<file path="config.mk">
export PLATFORM = sky130hd
export DESIGN_NAME = dmem_arbiter
export DESIGN_NICKNAME = d
export VERILOG_FILES = /design/src/rtl/dmem_arbiter.sv
export SDC_FILE = /design/constraint.sdc
export NUM_CORES = 1
export LEC_CHECK = 0
export CORE_AREA = 2 2 116 118
export CTS_CLUSTER_SIZE = 8
export DETAILED_ROUTE_END_ITERATION = 10
export DIE_AREA = 0 0 118 120
export PLACE_DENSITY = 0.68
export SLEW_MARGIN = 20
export SYNTH_ARGS = -nofsm -noshare
export SYNTH_HDL_FRONTEND = slang
export SYNTH_SLANG_ARGS = --single-unit
export TNS_END_PERCENT = 30
</file>
<file path="constraint.sdc">
create_clock -name clk -period 5.2 [get_ports clk]
set_input_delay 0.78 -clock clk [delete_from_list [all_inputs] [get_ports clk]]
set_output_delay 0.78 -clock clk [all_outputs]
set_load 0.05 [all_outputs]
</file>
<file path="src/rtl/dmem_arbiter.sv">
// Shares one data memory between the core's MW-stage access (port C) and an
// external master (port E). Arbitration is round-robin, one access per cycle.
// The external master may take a bounded lock of up to LOCK_MAX consecutive
// grants for atomic sequences. The core is stalled whenever it is denied.
//
// Ports:
//   clk, reset                      clock; asynchronous active-low reset
//   core_rd_en/wr_en/addr/wdata     core request (MW stage)
//   core_rdata, core_stall          read data to the core; core was denied this cycle
//   ext_req/we/lock/addr/wdata      external request, held until granted
//   ext_gnt                         external access performed this cycle (combinational)
//   ext_rvalid, ext_rdata           registered read return, valid the cycle after a read grant
//   mem_addr/wdata/w_en/read_en     to the dmem
//   mem_rdata                       from the dmem (combinational read)
module dmem_arbiter #(
    parameter int unsigned DATA_WIDTH = 32,
    parameter int unsigned ADDR_WIDTH = 32,
    parameter int unsigned LOCK_MAX   = 8
) (
    input  logic                  clk,
    input  logic                  reset,
    input  logic                  core_rd_en,
    input  logic                  core_wr_en,
    input  logic [ADDR_WIDTH-1:0] core_addr,
    input  logic [DATA_WIDTH-1:0] core_wdata,
    output logic [DATA_WIDTH-1:0] core_rdata,
    output logic                  core_stall,
    input  logic                  ext_req,
    input  logic                  ext_we,
    input  logic                  ext_lock,
    input  logic [ADDR_WIDTH-1:0] ext_addr,
    input  logic [DATA_WIDTH-1:0] ext_wdata,
    output logic                  ext_gnt,
    output logic                  ext_rvalid,
    output logic [DATA_WIDTH-1:0] ext_rdata,
    output logic [ADDR_WIDTH-1:0] mem_addr,
    output logic [DATA_WIDTH-1:0] mem_wdata,
    output logic                  mem_w_en,
    output logic                  mem_read_en,
    input  logic [DATA_WIDTH-1:0] mem_rdata
);

    localparam int unsigned CNT_W = $clog2(LOCK_MAX + 1);

    typedef enum logic {S_RR, S_LOCK} state_t;
    typedef enum logic {P_CORE, P_EXT} prio_t;

    state_t           state;
    prio_t            prio;
    logic [CNT_W-1:0] lock_cnt;

    logic core_req;
    logic core_gnt;
    logic owning;
    logic core_first;

    // Grant decision: a live lock excludes the core; otherwise round-robin,
    // with a forced core preference on the cycle a lock is released.
    always_comb begin
        core_req   = core_rd_en | core_wr_en;
        owning     = (state == S_LOCK) && ext_lock && (lock_cnt < CNT_W'(LOCK_MAX));
        core_first = (state == S_LOCK) || (prio == P_CORE);
        core_gnt   = 1'b0;
        ext_gnt    = 1'b0;
        if (owning) begin
            ext_gnt = ext_req;
        end else begin
            core_gnt = core_req && (!ext_req || core_first);
            ext_gnt  = ext_req && !core_gnt;
        end
        core_stall = core_req && !core_gnt;
    end

    // Memory-side mux; core values sit on addr/wdata when nobody is granted.
    always_comb begin
        mem_addr    = core_addr;
        mem_wdata   = core_wdata;
        mem_w_en    = 1'b0;
        mem_read_en = 1'b0;
        if (ext_gnt) begin
            mem_addr    = ext_addr;
            mem_wdata   = ext_wdata;
            mem_w_en    = ext_we;
            mem_read_en = !ext_we;
        end else if (core_gnt) begin
            mem_w_en    = core_wr_en;
            mem_read_en = core_rd_en;
        end
    end

    assign core_rdata = mem_rdata;

    // Arbitration state, lock counter and the external read-return register.
    always_ff @(posedge clk or negedge reset) begin
        if (!reset) begin
            state      <= S_RR;
            prio       <= P_CORE;
            lock_cnt   <= '0;
            ext_rvalid <= 1'b0;
            ext_rdata  <= '0;
        end else begin
            ext_rvalid <= ext_gnt && !ext_we;
            if (ext_gnt && !ext_we) begin
                ext_rdata <= mem_rdata;
            end

            if (owning) begin
                if (ext_gnt) begin
                    lock_cnt <= lock_cnt + CNT_W'(1);
                end
            end else begin
                if (ext_gnt && ext_lock) begin
                    state    <= S_LOCK;
                    lock_cnt <= CNT_W'(1);
                end else begin
                    state    <= S_RR;
                    lock_cnt <= '0;
                end
                if (core_gnt) begin
                    prio <= P_EXT;
                end else if (ext_gnt) begin
                    prio <= P_CORE;
                end
            end
        end
    end

endmodule

</file>
==> flow_metrics.py <==
metrics = {
    "logic_synthesis": {
        "async_reset_ff_share_pct": 100.0,
        "synth_seq_area_share_pct": 35.67,
        "synth_top_area_share_pct": 35.67,
        "synth.avg_cell_area_um2": 12.85,
        "synth_cells": 213,
        "yosysWarningCount": 0,
        "synth-main-ff-cell": "dfrtp_1",
        "ys_seq_elements": 39,
        "synth_edf_count": 0,
        "yosysMostFrequentCell": "mux2_1",
        "yosys-top-cells-count": "40 x mux2_1, 39 x dfrtp_1, 33 x buf_4, 29 x mux2_4, 27 x mux2_2",
        "syn_nets": 381,
        "synth_area_mm2": 0.002736,
        "synth_top_area_cell": "dfrtp_1",
        "synth_area_leaders": "dfrtp_1 36%, mux2_1 16%, mux2_4 16%, mux2_2 11%, buf_4 9.1%",
        "synthDistinctLibCells": 29,
    },
    "sta": {
        "finClkSkew_ns": 0.001934,
        "timing.fmax_ghz": 0.2420,
        "hold_viol": 0,
        "finalSetupTns_ns": 0,
        "slew_violations": 0,
        "period_share_pct": 79.47,
        "finalSetupViolCount": 0,
        "slew-limit-headroom_pct": 41.03,
        "fin_crit_ns": 4.132,
        "max_slew.worst_pin.slew_ns": 0.8846,
        "rsz0062_at_grt": "false",
        "fin_hold_ws_ns": 0.5027,
    },
    "drt": {
        "wl_mm": 11.77,
        "met3_length_mm": 1.121,
        "avgRoutedWirePerCell_um": 18.00,
        "firstDrtPassIters": 4,
        "drc": 0,
        "detail-route-antenna-nets": 0,
        "wl_met2_mm": 5.656,
        "via_per_inst": 4.031,
        "drt-met1-wl_mm": 4.743,
        "dr.max_layer_used": "met4",
        "drtIter0Drc": 68,
        "vias": 2636,
    },
    "finish": {
        "drive_above_1_share_pct": 14.64,
        "areaGrowthSynthToFinish_pct": 111.5,
        "fin_util_pct": 44.58,
        "fin_nets": 645,
        "final_area_mm2": 0.005787,
        "diodes": 0,
    },
    "floorplan": {
        "ioPinCount": 300,
        "die_w_um": 118,
        "initial_core_util_pct": 21.08,
        "dieArea_mm2": 0.01416,
        "row_count": 42,
        "core_area_mm2": 0.01298,
        "die_y_um": 120,
    },
    "setup_path": {
        "critical_path_class": "in -> out",
        "rr_worst_depth": 4,
        "required_ns": 4.42,
        "cp_max_fo": 64,
        "reg2reg_to": "ext_rdata[20]",
        "startpoint_type": "primary input",
        "arrival_ns": 3.35,
        "cp-end-kind": "primary output",
        "r2r_slack_ns": 3.10,
        "r2r-start": "state",
    },
    "global_route": {
        "track_usage_pct": 16.14,
        "antenna_found_initial": 0,
        "grt_overflow": 0,
        "grt_max_degree": 65,
        "grt_pass1_wl_mm": 17.70,
        "grt_pass1_vias": 2956,
    },
    "hold_path": {
        "min_to": "ext_rdata[22]",
        "worstHoldPathType": "reg -> reg",
        "min_path_cells": 1,
        "min_from": "ext_rdata[22]",
    },
    "place": {
        "place_hpwl_mm": 9.698,
        "placed_cell_area_mm2": 0.005630,
        "io_buffers": 299,
        "place.gp.congestion": 0.8778,
    },
    "clock_network": {
        "cts_sinks": 39,
        "cts-resized-gates": 0,
        "htree_levels": 2,
        "clock_latency_ns": 0.28,
        "cts_tree": "built",
        "hold_buffers": 0,
        "cts_root_buf": "clkbuf_16",
        "path_clk_slew_ns": 0.06,
        "cts_buffers": 5,
        "cts_setup_buffers": 0,
        "clockBufferDepth": 2,
    },
    "power_and_ir_drop": {
        "irDropWorstVdd_mv": 0.3017,
        "leakagePower_nw": 2.308,
        "power.density_mw_per_mm2": 384.7,
    },
    "job": {
        "max_cap_viol_count": 0,
    },
    "status": {
        "status": "completed",
    },
}
[cell type report]
cell class | instances | area [um2]
fillers | 1216 | 7193
repair buffers | 301 | 3015
multi-input cells | 127 | 1408
flip-flops and latches | 39 | 975.9
well taps | 176 | 220.2
clock buffers | 8 | 156.4
inverters | 3 | 11.26
[power breakdown]
| part | internal, W | total, W | switching [W] |
|---|---|---|---|
| Sequential | 0.000398 | 0.000455 | 0.0000563 |
| Clock | 0.000204 | 0.000314 | 0.000110 |
| Combinational | 0.000592 | 0.00146 | 0.000865 |
| Total | 0.00119 | 0.00223 | 0.00103 |
[placed cells by master (no fill, tap or decap), drive strengths merged]
cell type,netlist,layout
nand2b,1,1
nor3,1,1
clkdlybuf4s50,0,298
nor2,4,4
nand2,4,4
nand4b,1,1
a21oi,1,1
xor2,1,1
o31ai,1,1
a31o,1,1
and3b,1,1
dfrtp,39,39
a21o,1,1
ha,1,1
buf,43,3
clkbuf,1,8
mux2i,2,2
nand3,2,2
o21ai,3,3
mux2,96,96
nand3b,2,2
a21boi,1,1
nor2b,1,1
inv,3,3
and3,1,1
o311a,1,1
[critical path, stage by stage]
cell and delay [ns]:
clkdlybuf4s50_1 0.49, and3b_4 0.24, o31ai_4 0.29, buf_12 0.34
mux2_2 0.41, clkdlybuf4s50_1 0.75
[logic make-up (layout without fill, tap and decap cells)]
group | count (synthesis) | after routing | share of synthesized area, %
muxes | 98 | 98 | 44.22
adders and majority gates | 1 | 1 | 0.4572
and+or+nand+nor | 18 | 18 | 3.658
AOI/OAI and AO/OA | 9 | 9 | 2.423
xor gates and xnor gates | 1 | 1 | 0.3201
DFF | 39 | 39 | 35.67
buffers and inverters | 47 | 312 | 13.26
[state kept, by name (all words and copies together) (netlist names)]
signal and count:
ext_rdata 32, state 1, lock_cnt 4, prio 1, ext_rvalid 1
[metal layers]
| layer | GRT usage [%] | vias to the layer above |
|---|---|---|
| met5 | 0 | - |
| met4 | 4.895 | 0 |
| met3 | 5.941 | 12 |
| met2 | 27.51 | 170 |
| met1 | 18.92 | 1203 |
| li1 | - | 1251 |
[stage by stage]
step	power (W)	std cells	setup slack [ns]
after CTS	0.002250	654	1.049
after floorplan	0.001403	213	1.910
after global routing	0.002313	654	0.9680
final	0.002226	654	1.068
after global placement	0.001911	646	1.117
after detailed placement	0.001918	646	1.056
[how the worst max path moves through the flow]
| stage | slack (ns) | cells past startpoint | to | startpoint |
|---|---|---|---|---|
| global placement | 1.12 | 6 | mem_addr[20] | ext_lock |
| floorplan | 1.91 | 4 | mem_w_en | ext_req |
| detailed placement | 1.06 | 6 | mem_addr[20] | ext_lock |
| finish | 1.07 | 6 | mem_addr[23] | ext_lock |
| global route | 0.97 | 6 | mem_addr[20] | ext_lock |
| CTS | 1.05 | 6 | mem_addr[20] | ext_lock |
Note: power is estimated with default switching activity, not from simulation.
